`config.mk`:
```
export PLATFORM = sky130hd
export DESIGN_NAME = sysid_check_master
export DESIGN_NICKNAME = d
export VERILOG_FILES = /design/src/rtl/sysid_check_master.sv
export SDC_FILE = /design/constraint.sdc
export NUM_CORES = 1
export LEC_CHECK = 0
export BUFFER_PORTS_ARGS = -buffer_cell sky130_fd_sc_hd__buf_2
export CORE_ASPECT_RATIO = 0.75
export CORE_MARGIN = 1.5
export CORE_UTILIZATION = 41
export CTS_CLUSTER_DIAMETER = 30
export DETAILED_ROUTE_END_ITERATION = 16
export HOLD_SLACK_MARGIN = 0.06
export MAX_ROUTING_LAYER = met4
export PLACE_DENSITY = 0.64
export REMOVE_ABC_BUFFERS = 1
export SLEW_MARGIN = 15
export SYNTH_ARGS = -nofsm -noshare
export SYNTH_HDL_FRONTEND = slang
export SYNTH_SLANG_ARGS = --single-unit
```
`constraint.sdc`:
```
create_clock -name clock -period 4.1 [get_ports clock]
set_input_delay 0.205 -clock clock [delete_from_list [all_inputs] [get_ports clock]]
set_output_delay 0.205 -clock clock [all_outputs]
set_load 0.03 [all_outputs]
```
`src/rtl/sysid_check_master.sv`:
```
// Avalon-MM read master that fetches the system-ID and timestamp words,
// compares them against build-time values and reports match/timeout status.
module sysid_check_master #(
  parameter logic [31:0] EXPECTED_ID    = 32'd0,
  parameter logic [31:0] EXPECTED_TS    = 32'd1381894597,
  parameter int          TIMEOUT_CYCLES = 255,
  parameter bit          AUTO_START     = 1'b1
) (
  input  logic        clock,
  input  logic        reset_n,
  input  logic        start,
  output logic        avm_address,
  output logic        avm_read,
  input  logic [31:0] avm_readdata,
  input  logic        avm_waitrequest,
  output logic        busy,
  output logic        done,
  output logic        match,
  output logic        timeout,
  output logic [31:0] id_value,
  output logic [31:0] ts_value
);

  localparam int CW = $clog2(TIMEOUT_CYCLES + 1);
  localparam logic [CW-1:0] TO_LAST = CW'(TIMEOUT_CYCLES - 1);

  typedef enum logic [1:0] {S_IDLE, S_RD_ID, S_RD_TS, S_DONE} state_t;

  state_t        r_state;
  logic [CW-1:0] r_cnt;
  logic          r_read, r_addr, r_busy, r_done, r_match, r_timeout;
  logic [31:0]   r_id, r_ts;
  logic          w_stall_last;

  // The stall that would push a word past TIMEOUT_CYCLES read cycles aborts instead.
  assign w_stall_last = avm_waitrequest && (r_cnt == TO_LAST);

  always_ff @(posedge clock or negedge reset_n) begin
    if (!reset_n) begin
      r_state   <= S_IDLE;
      r_cnt     <= '0;
      r_read    <= 1'b0;
      r_addr    <= 1'b0;
      r_busy    <= 1'b0;
      r_done    <= 1'b0;
      r_match   <= 1'b0;
      r_timeout <= 1'b0;
      r_id      <= '0;
      r_ts      <= '0;
    end else begin
      case (r_state)
        S_IDLE: begin
          if (AUTO_START || start) begin
            r_state <= S_RD_ID;
            r_read  <= 1'b1;
            r_addr  <= 1'b0;
            r_busy  <= 1'b1;
            r_cnt   <= '0;
          end
        end
        S_RD_ID: begin
          if (!avm_waitrequest) begin
            r_id    <= avm_readdata;
            r_state <= S_RD_TS;
            r_addr  <= 1'b1;
            r_cnt   <= '0;
          end else if (w_stall_last) begin
            r_state   <= S_DONE;
            r_read    <= 1'b0;
            r_addr    <= 1'b0;
            r_busy    <= 1'b0;
            r_done    <= 1'b1;
            r_match   <= 1'b0;
            r_timeout <= 1'b1;
          end else begin
            r_cnt <= r_cnt + 1'b1;
          end
        end
        S_RD_TS: begin
          if (!avm_waitrequest) begin
            r_ts      <= avm_readdata;
            r_state   <= S_DONE;
            r_read    <= 1'b0;
            r_addr    <= 1'b0;
            r_busy    <= 1'b0;
            r_done    <= 1'b1;
            r_match   <= (r_id == EXPECTED_ID) && (avm_readdata == EXPECTED_TS);
            r_timeout <= 1'b0;
          end else if (w_stall_last) begin
            r_state   <= S_DONE;
            r_read    <= 1'b0;
            r_addr    <= 1'b0;
            r_busy    <= 1'b0;
            r_done    <= 1'b1;
            r_match   <= 1'b0;
            r_timeout <= 1'b1;
          end else begin
            r_cnt <= r_cnt + 1'b1;
          end
        end
        S_DONE: begin
          if (start) begin
            r_state   <= S_RD_ID;
            r_read    <= 1'b1;
            r_addr    <= 1'b0;
            r_busy    <= 1'b1;
            r_done    <= 1'b0;
            r_match   <= 1'b0;
            r_timeout <= 1'b0;
            r_cnt     <= '0;
          end
        end
        default: r_state <= S_IDLE;
      endcase
    end
  end

  assign avm_read    = r_read;
  assign avm_address = r_addr;
  assign busy        = r_busy;
  assign done        = r_done;
  assign match       = r_match;
  assign timeout     = r_timeout;
  assign id_value    = r_id;
  assign ts_value    = r_ts;

endmodule

```
# == After elaboration in Yosys (flattened, before gate mapping) ==
# Index checks and enable logic that the tools add are counted.
# word_totals
ff_bits,80
inputBits,36
# classes
n_reduce_logical,10
muxes,36
n_bitwise,1
addsub,1
n_eq_ne,8
# ops
cell,n
"== test 32 x 31 -> 1 bit, second input constant",1
zero test 32 bit,1
two-way mux 8 bit,4
case mux 8 bit (4 select lines),1
two-way mux 1 bit,20
case mux 1 bit (4 select lines),3
case mux 1 bit (3 select lines),3
"adder 8 x 1 -> 8 bit, second input constant",1
"== test 8 bit, second input constant",1
two-way mux 2 bit,4
case mux 2 bit (4 select lines),1
AND reduction 2 bit,4
"!= test 2 bit, second input constant",3
"== test 2 bit, second input constant",2
AND reduction 3 bit,1
nonzero test 3 bit,1
"== test 2 x 1 -> 1 bit, second input constant",1
logical AND 1 bit,2
zero test 2 bit,1
inverter 1 bit,1

# == Longest topological paths before layout ==
# Gate-level depths: netlist of run 1.
# depth
word_depth,5
depth_mapped,7

# == Least setup slack after synthesis of run 1 ==
# Ideal clock, no wire load.
# synth_timing
kind,reg2reg
start,reg r_state[0]
end,reg r_cnt[5]
path_slack_ns,2.331
path_stages_with_launch,8
synth_period_minus_slack_ns,1.769
setup_time_ns,0.078
n_path_buf,1
required_time_ns,4.022
arrival_time_ns,1.691
cell_sequence,dfrtp_1 > inv_1 > ha_1 > or2b_1 > buf_6 > o211ai_4 > or4_1 > a21oi_1
# synth_between
elab_chain_cells,3
# synth_lines
element,line_no,text
start: declaration,29,state_t r_state;
start signal: assignment,40,r_state <= S_IDLE;
start signal: assignment,54,r_state <= S_RD_ID;
start signal: assignment,64,r_state <= S_RD_TS;
== test 2 bit,51,case (r_state)
!= test 2 bit (no source line),n/a,
AND reduction 2 bit (no source line),n/a,
end signal: assignment,76,r_cnt <= r_cnt + 1'b1;
end signal: assignment,98,r_cnt <= r_cnt + 1'b1;
end: declaration,30,logic [CW-1:0] r_cnt;
# Parallel ways exist; a longest one is shown, timed or not.
# A chain may end at the register's enable or synchronous reset.

# == Worst setup path after layout of run 1 ==
# layout_timing
start,reg r_state[0]
end,reg r_cnt[4]
# Same word-level chain as after synthesis.

==> flow_summary.toml, run 1 <==
[critical_path]
worstSetupEndpointType = "register"
critical_path_class = "reg2reg"
critPathArrivalTime_ns = 2.90
timing.critical_path.from_type = "register"
cp_data_required_time_ns = 4.37
critPathMaxFanout = 21

[sta]
finalWorstPathRequiredPeriod_ns = 2.63
timing.clock.skew_ns = 0.0122
maxClockFrequency_mhz = 380
timing.final.max_slew_violations = 0
hold_violations = 0
tns_ns = 0
final.period_utilization_pct = 64.2
maxSlewHeadroom_pct = 33.1
rsz0062_at_grt = "no"
tightestPinTransition_ns = 1.00
count_of_endpoints_failing_setup_in_the_final_report = 0

[floorplan]
start_util_pct = 43.0
die_x_um = 109
die_h_um = 82.5
core_region_area_um2 = 8020
top_level_ports = 106
placement_rows = 28
die_outline_area_um2 = 8980

[layout]
fillers = 712
flow.area_growth_from_synthesis_pct = 24.4
ff_latch_area_um2 = 2000
final_nets = 404
multiInputGateArea_um2 = 1380
num_antenna_cells = 0
final_layout_size_suffix_gt1_share_pct = 51.8
fin_area_um2 = 4290

[run]
max_cap_violations = 0

[global_route]
track_usage_pct = 20.3
number_of_global_route_vias_before_repair = 2464
antenna_found_initial = 0
pin_count_of_the_biggest_net_entering_global_routing = 81
gr-total-overflow = 0
grt_first_pass_wirelength_mm = 13.1

[route]
post_drt_via_cell_ratio = 5.28
vias = 2492
dr.first_iter.drc_count = 98
drt_drc_violations_left = 0
wire_per_inst_um = 17.1
drt_pass1_iterations = 4
routed_wirelength_mm = 8.09
detail-route-antenna-nets = 0

[yosys]
synth_most_common_cell = "sky130_fd_sc_hd__dfrtp_1"
post_synth_most_frequent_cells = "80 x sky130_fd_sc_hd__dfrtp_1, 64 x sky130_fd_sc_hd__mux2_2, 12 x sky130_fd_sc_hd__a21oi_1, 10 x sky130_fd_sc_hd__o21ai_0, 8 x sky130_fd_sc_hd__inv_1"
ys_async_sr_fraction_pct = 100
synth_flop_cell = "sky130_fd_sc_hd__dfrtp_1"
synth_top_area_share_pct = 58.0
synth_sequential_area_ratio_pct = 58.0
postSynthRegisterBits = 80
synth-edff-count = 0
synth-warning-count = 0
yosys.area.top_type = "sky130_fd_sc_hd__dfrtp_1"
largest_cells_by_area_after_synthesis = "sky130_fd_sc_hd__dfrtp_1 58%, sky130_fd_sc_hd__mux2_2 21%, sky130_fd_sc_hd__ha_1 2.2%"
synthesis.instances = 253
postSynthAreaPerCell_um2 = 13.6
synth_area_um2 = 3450
yosys.cell_types.count = 36

[hold_path]
worst_hold_path_type = "in2reg"

[power]
p_sw_share_pct = 45.0
combinationalPowerShare_pct = 47.3
p_int_mw = 2.08
power.static_leakage_nw = 2.00
p_per_area_nw_per_um2 = 880
power.switching_mw = 1.70
irDropWorstVdd_uv = 424
share_seq_of_total_power_pct = 36.6
share_clk_of_total_power_pct = 16.1

[clock_tree]
cts_buffer_depth = 2
insertion_delay_ns = 0.35
cts_tree = "done"
cts_repair_resize_count = 0
cts_post_setup_buffers_inserted = 0
clock-sinks = 80
clk_pin_slew_ns = 0.09
cts-htree-levels = 3
cts-buffers-inserted = 9
root_buffer = "sky130_fd_sc_hd__clkbuf_8"

[place]
total_of_buffers_placed_on_input_and_output_ports = 105
dpl-instance-area_um2 = 4080
routabilityCongestion = 0.805
dp_hpwl_mm = 5.88

[status]
run_status = "complete, no violations"
worst paths after layout:
path                                 startpoint      endpoint  slack [ns]  cells after the start
worst max-delay path                 r_state[0]      r_cnt[4]        1.47                      6
max in group asynchronous               reset_n  ts_value[20]        2.89                      2
worst max register to register       r_state[0]      r_cnt[4]        1.47                      6
worst min register to register     ts_value[21]  ts_value[21]        0.51                      1
min in group asynchronous               reset_n   ts_value[6]        0.55                      2
worst min-delay path            avm_readdata[7]   ts_value[7]        0.11                      2
registers in the layout, indices dropped and copies added (netlist names):
name         cells
avm_address      1
busy             1
r_state          2
timeout          1
ts_value        32
done             1
r_cnt            8
avm_read         1
id_value        32
match            1
power by group through the flow:
| stage | Combinational, mW | Sequential [mW] | Clock [mW] |
|---|---|---|---|
| 2_1_floorplan | 0.581 | 2.04 | 0 |
| 3_3_place_gp | 1.77 | 1.38 | 0 |
| 3_5_place_dp | 1.80 | 1.40 | 0 |
| 4_1_cts | 1.80 | 1.38 | 0.631 |
| 5_1_grt | 1.91 | 1.44 | 0.660 |
| 6_report | 1.79 | 1.38 | 0.610 |
metrics by stage:
stage                     hold slack [ns]  power [mW]  worst slack [ns]  instances  util, %
after global placement              0.438        3.16              1.60        455     50.8
after CTS                          0.0748        3.82              1.45        472     53.5
final                               0.106        3.78              1.47        472     53.5
after floorplan                   -0.0906        2.62              1.16        244        -
after global routing               0.0911        4.00              1.21        472     53.5
after detailed placement            0.435        3.19              1.48        455     50.8
critical path, cell delays in order, from the launching register on:
cell and delay, ns:
sky130_fd_sc_hd__dfrtp_1 0.40, sky130_fd_sc_hd__inv_1 0.09, sky130_fd_sc_hd__ha_1 0.26, sky130_fd_sc_hd__or2b_1 0.84, sky130_fd_sc_hd__o2111ai_2 0.36, sky130_fd_sc_hd__or3_1 0.42, sky130_fd_sc_hd__a21oi_1 0.16
per-layer routing:
| layer | track usage (%) | wire length (µm) |
|---|---|---|
| met5 | - | 0 |
| met3 | 5.26 | 461 |
| met2 | 28.6 | 3530 |
| met4 | 6.71 | 84 |
| met1 | 28.6 | 4010 |
repair_timing:
item,4_1_cts,5_1_grt
hold buffers,1,0
setup endpoints to repair,0,0
hold endpoints to repair,75,0
layout by cell type, fill, tap and decap left out, types with 3 or more instances in the layout:
cell type / count
sky130_fd_sc_hd__buf_2: 104
sky130_fd_sc_hd__dfrtp_1: 80
sky130_fd_sc_hd__mux2_2: 64
sky130_fd_sc_hd__a21oi_1: 12
sky130_fd_sc_hd__o21ai_0: 10
sky130_fd_sc_hd__clkbuf_8: 9
sky130_fd_sc_hd__inv_1: 8
sky130_fd_sc_hd__nor2_1: 7
sky130_fd_sc_hd__nor4_1: 6
sky130_fd_sc_hd__ha_1: 6
sky130_fd_sc_hd__nand4_1: 5
sky130_fd_sc_hd__nor4b_1: 5
sky130_fd_sc_hd__nor4bb_1: 5
sky130_fd_sc_hd__inv_6: 4
sky130_fd_sc_hd__or3_1: 3
sky130_fd_sc_hd__nand2_1: 3
sky130_fd_sc_hd__a22o_1: 3
area by class of cell:
| cell class | count | area share, % |
|---|---|---|
| clock inverter | 7 | 1.95 |
| timing repair buffer | 107 | 12.7 |
| clock buffer | 9 | 2.88 |
| inverter | 8 | 0.699 |
| sequential | 80 | 46.6 |
| multi-input combinational | 156 | 32.1 |
| tap | 105 | 3.06 |
cell families after synthesis:
family                   Yosys count  synth area share, %
buffers and inverters             17                 2.32
AND/OR/NAND/NOR                   48                 9.10
AO/OA/AOI/OAI                     36                 7.03
multiplexers                      64                 20.9
XOR/XNOR                           2                0.508
adder cells (fa/ha/maj)            6                 2.17
flip-flops                        80                 58.0
No activity file was read; power rests on OpenSTA's default activity.
==> run 2: changes to the inputs <==
- ABC_AREA: not set -> 1
- clock period: 4.1 -> 2.7 ns (I/O delays scaled with it)
==> flow_summary.toml, run 2 <==
[critical_path]
timing.critical_path.from_type = "register"
cp_data_required_time_ns = 2.94
critPathMaxFanout = 26
worstSetupEndpointType = "register"
critPathArrivalTime_ns = 2.12
critical_path_class = "reg2reg"

[layout]
ff_latch_area_um2 = 2000
mostFrequentLayoutCells = "104 x sky130_fd_sc_hd__nand2_1, 104 x sky130_fd_sc_hd__buf_2, 80 x sky130_fd_sc_hd__dfrtp_1"
fillers = 838
fin_area_um2 = 4500
multiInputGateArea_um2 = 1260
num_antenna_cells = 0
flow.area_growth_from_synthesis_pct = 27.0
final_nets = 563
final_layout_size_suffix_gt1_share_pct = 25.7
final_cell_count_no_fill = 633

[global_route]
pin_count_of_the_biggest_net_entering_global_routing = 81
gr-total-overflow = 0
use_met3_pct = 5.78
antenna_found_initial = 0
met2_usage_pct = 27.3
use_met1_pct = 27.6
number_of_global_route_vias_before_repair = 2874
track_usage_pct = 19.6
global_route.peak_usage_layer = "met1"
grt_first_pass_wirelength_mm = 13.6

[floorplan]
core_region_area_um2 = 8420
die_outline_area_um2 = 9210
placement_rows = 29
die_h_um = 83.5
start_util_pct = 42.1
die_x_um = 110
top_level_ports = 106

[yosys]
largest_cells_by_area_after_synthesis = "sky130_fd_sc_hd__dfrtp_1 57%, sky130_fd_sc_hd__nand2_1 11%, sky130_fd_sc_hd__o21ai_0 9.9%"
multiplexer_fraction_of_the_synthesized_cell_area_pct = 0
post_synth_most_frequent_cells = "105 x sky130_fd_sc_hd__nand2_1, 80 x sky130_fd_sc_hd__dfrtp_1, 70 x sky130_fd_sc_hd__o21ai_0, 54 x sky130_fd_sc_hd__inv_1, 47 x sky130_fd_sc_hd__nor2_1"
synth-warning-count = 0
synthesis.instances = 417
synth_sequential_area_ratio_pct = 56.5
yosys.area.top_type = "sky130_fd_sc_hd__dfrtp_1"
synth_compound_gate_area_share_pct = 12.2
synth_flop_cell = "sky130_fd_sc_hd__dfrtp_1"
ys_async_sr_fraction_pct = 100
yosys.cell_types.count = 28
synth-edff-count = 0
postSynthAreaPerCell_um2 = 8.49
postSynthRegisterBits = 80
synth_top_area_share_pct = 56.5
synth-xor-area-share_pct = 0.742
synth_top_family_by_area = "simple AND/OR/NAND/NOR gates"
synth_area_um2 = 3540
synth_fa_ha_area_share_pct = 2.12
synth_most_common_cell = "sky130_fd_sc_hd__nand2_1"
synthSimpleGateAreaFrac_pct = 20.3

[run]
max_cap_violations = 0

[sta]
finalWorstPathRequiredPeriod_ns = 1.88
maxClockFrequency_mhz = 531
tightestPinTransition_ns = 1.00
final.period_utilization_pct = 69.7
rsz0062_at_grt = "no"
timing.final.max_slew_violations = 0
hold_violations = 0
layout_setup_ws_ns = 0.818
maxSlewHeadroom_pct = 33.1
count_of_endpoints_failing_setup_in_the_final_report = 0
timing.clock.skew_ns = 0.00665
tns_ns = 0

[route]
vias = 3026
drt_drc_violations_left = 0
detail-route-antenna-nets = 0
dr.first_iter.drc_count = 183
post_drt_via_cell_ratio = 4.78
wire_per_inst_um = 13.2
routed_wirelength_mm = 8.36
drt_pass1_iterations = 4

[place]
dp_worst_setup_slack_ns = 0.849
dp_hpwl_mm = 6.03
post-place-cells = 617
total_of_buffers_placed_on_input_and_output_ports = 105
dpl-instance-area_um2 = 4150
routabilityCongestion = 0.850

[clock_tree]
cts-buffers-inserted = 9
cts_tree = "done"
clock-sinks = 80
insertion_delay_ns = 0.33
clk_pin_slew_ns = 0.06
cts_buffer_depth = 2
cts_post_setup_buffers_inserted = 0
root_buffer = "sky130_fd_sc_hd__clkbuf_16"
cts-htree-levels = 3
cts_repair_resize_count = 0

[power]
irDropWorstVdd_uv = 676
power.static_leakage_nw = 2.46
p_per_area_nw_per_um2 = 1330

[hold_path]
worst_hold_path_type = "in2reg"

[status]
run_status = "complete, no violations"
-- run 2: kinds of logic after synthesis --
| group | after synthesis |
|---|---|
| AOI/OAI and AO/OA | 82 |
| adders and majority gates | 6 |
| DFF | 80 |
| and+or+nand+nor | 175 |
| xor gates and xnor gates | 3 |
| buffers and inverters | 71 |
-- run 2: cell type report --
cell class / count / area share [%]
flip-flops and latches: 80 / 44.5
multi-input cells: 266 / 27.9
repair buffers: 108 / 12.3
clock buffers: 13 / 6.23
inverters: 56 / 4.70
well taps: 108 / 3.00
clock inverters: 2 / 1.34
-- run 2: report_power, final --
group | internal, mW | switching, mW | total [mW]
clock | 0.906 | 0.450 | 1.36
sequential | 1.72 | 0.347 | 2.07
combinational | 0.729 | 1.84 | 2.57
total | 3.36 | 2.64 | 5.99
-- run 2: what timing repair did --
action / 4_1_cts / 5_1_grt
setup endpoints to repair: 0 / 0
endpoints found under the hold margin: 80 / 0
hold buffers: 1 / 0
-- run 2: worst paths after layout --
| kind | startpoint | end | slack [ns] | cells after the start |
|---|---|---|---|---|
| max | r_state[1] | done | 0.82 | 7 |
| min | avm_readdata[18] | id_value[18] | 0.09 | 3 |
| max reg2reg | r_state[1] | done | 0.82 | 7 |
| min reg2reg | ts_value[17] | ts_value[17] | 0.48 | 2 |
| max in group asynchronous | reset_n | id_value[10] | 1.53 | 2 |
| min in group asynchronous | reset_n | r_cnt[4] | 0.51 | 2 |
-- run 2: metal layers --
metal,routed length (µm),vias up,part of all wire [%]
met4,71,0,0.85
met5,0,-,0
met2,3590,98,43
met1,4030,1403,48
li1,-,1519,-
met3,659,6,7.9
-- run 2: critical path, stage by stage, from the launching register on --
cell,delay (ns)
sky130_fd_sc_hd__dfrtp_1,0.39
sky130_fd_sc_hd__inv_1,0.09
sky130_fd_sc_hd__ha_1,0.22
sky130_fd_sc_hd__nand2_2,0.34
sky130_fd_sc_hd__nand2_1,0.24
sky130_fd_sc_hd__nor2_2,0.23
sky130_fd_sc_hd__nand3_1,0.13
sky130_fd_sc_hd__a31oi_1,0.15
-- run 2: through the flow --
stage	hold slack [ns]	power, mW	util (%)
after CTS	0.0805	6.05	53.4
after global routing	0.0856	6.38	53.4
after global placement	0.374	4.62	49.3
after detailed placement	0.373	4.67	49.3
final	0.0868	5.99	53.4
after floorplan	-0.161	3.83	-
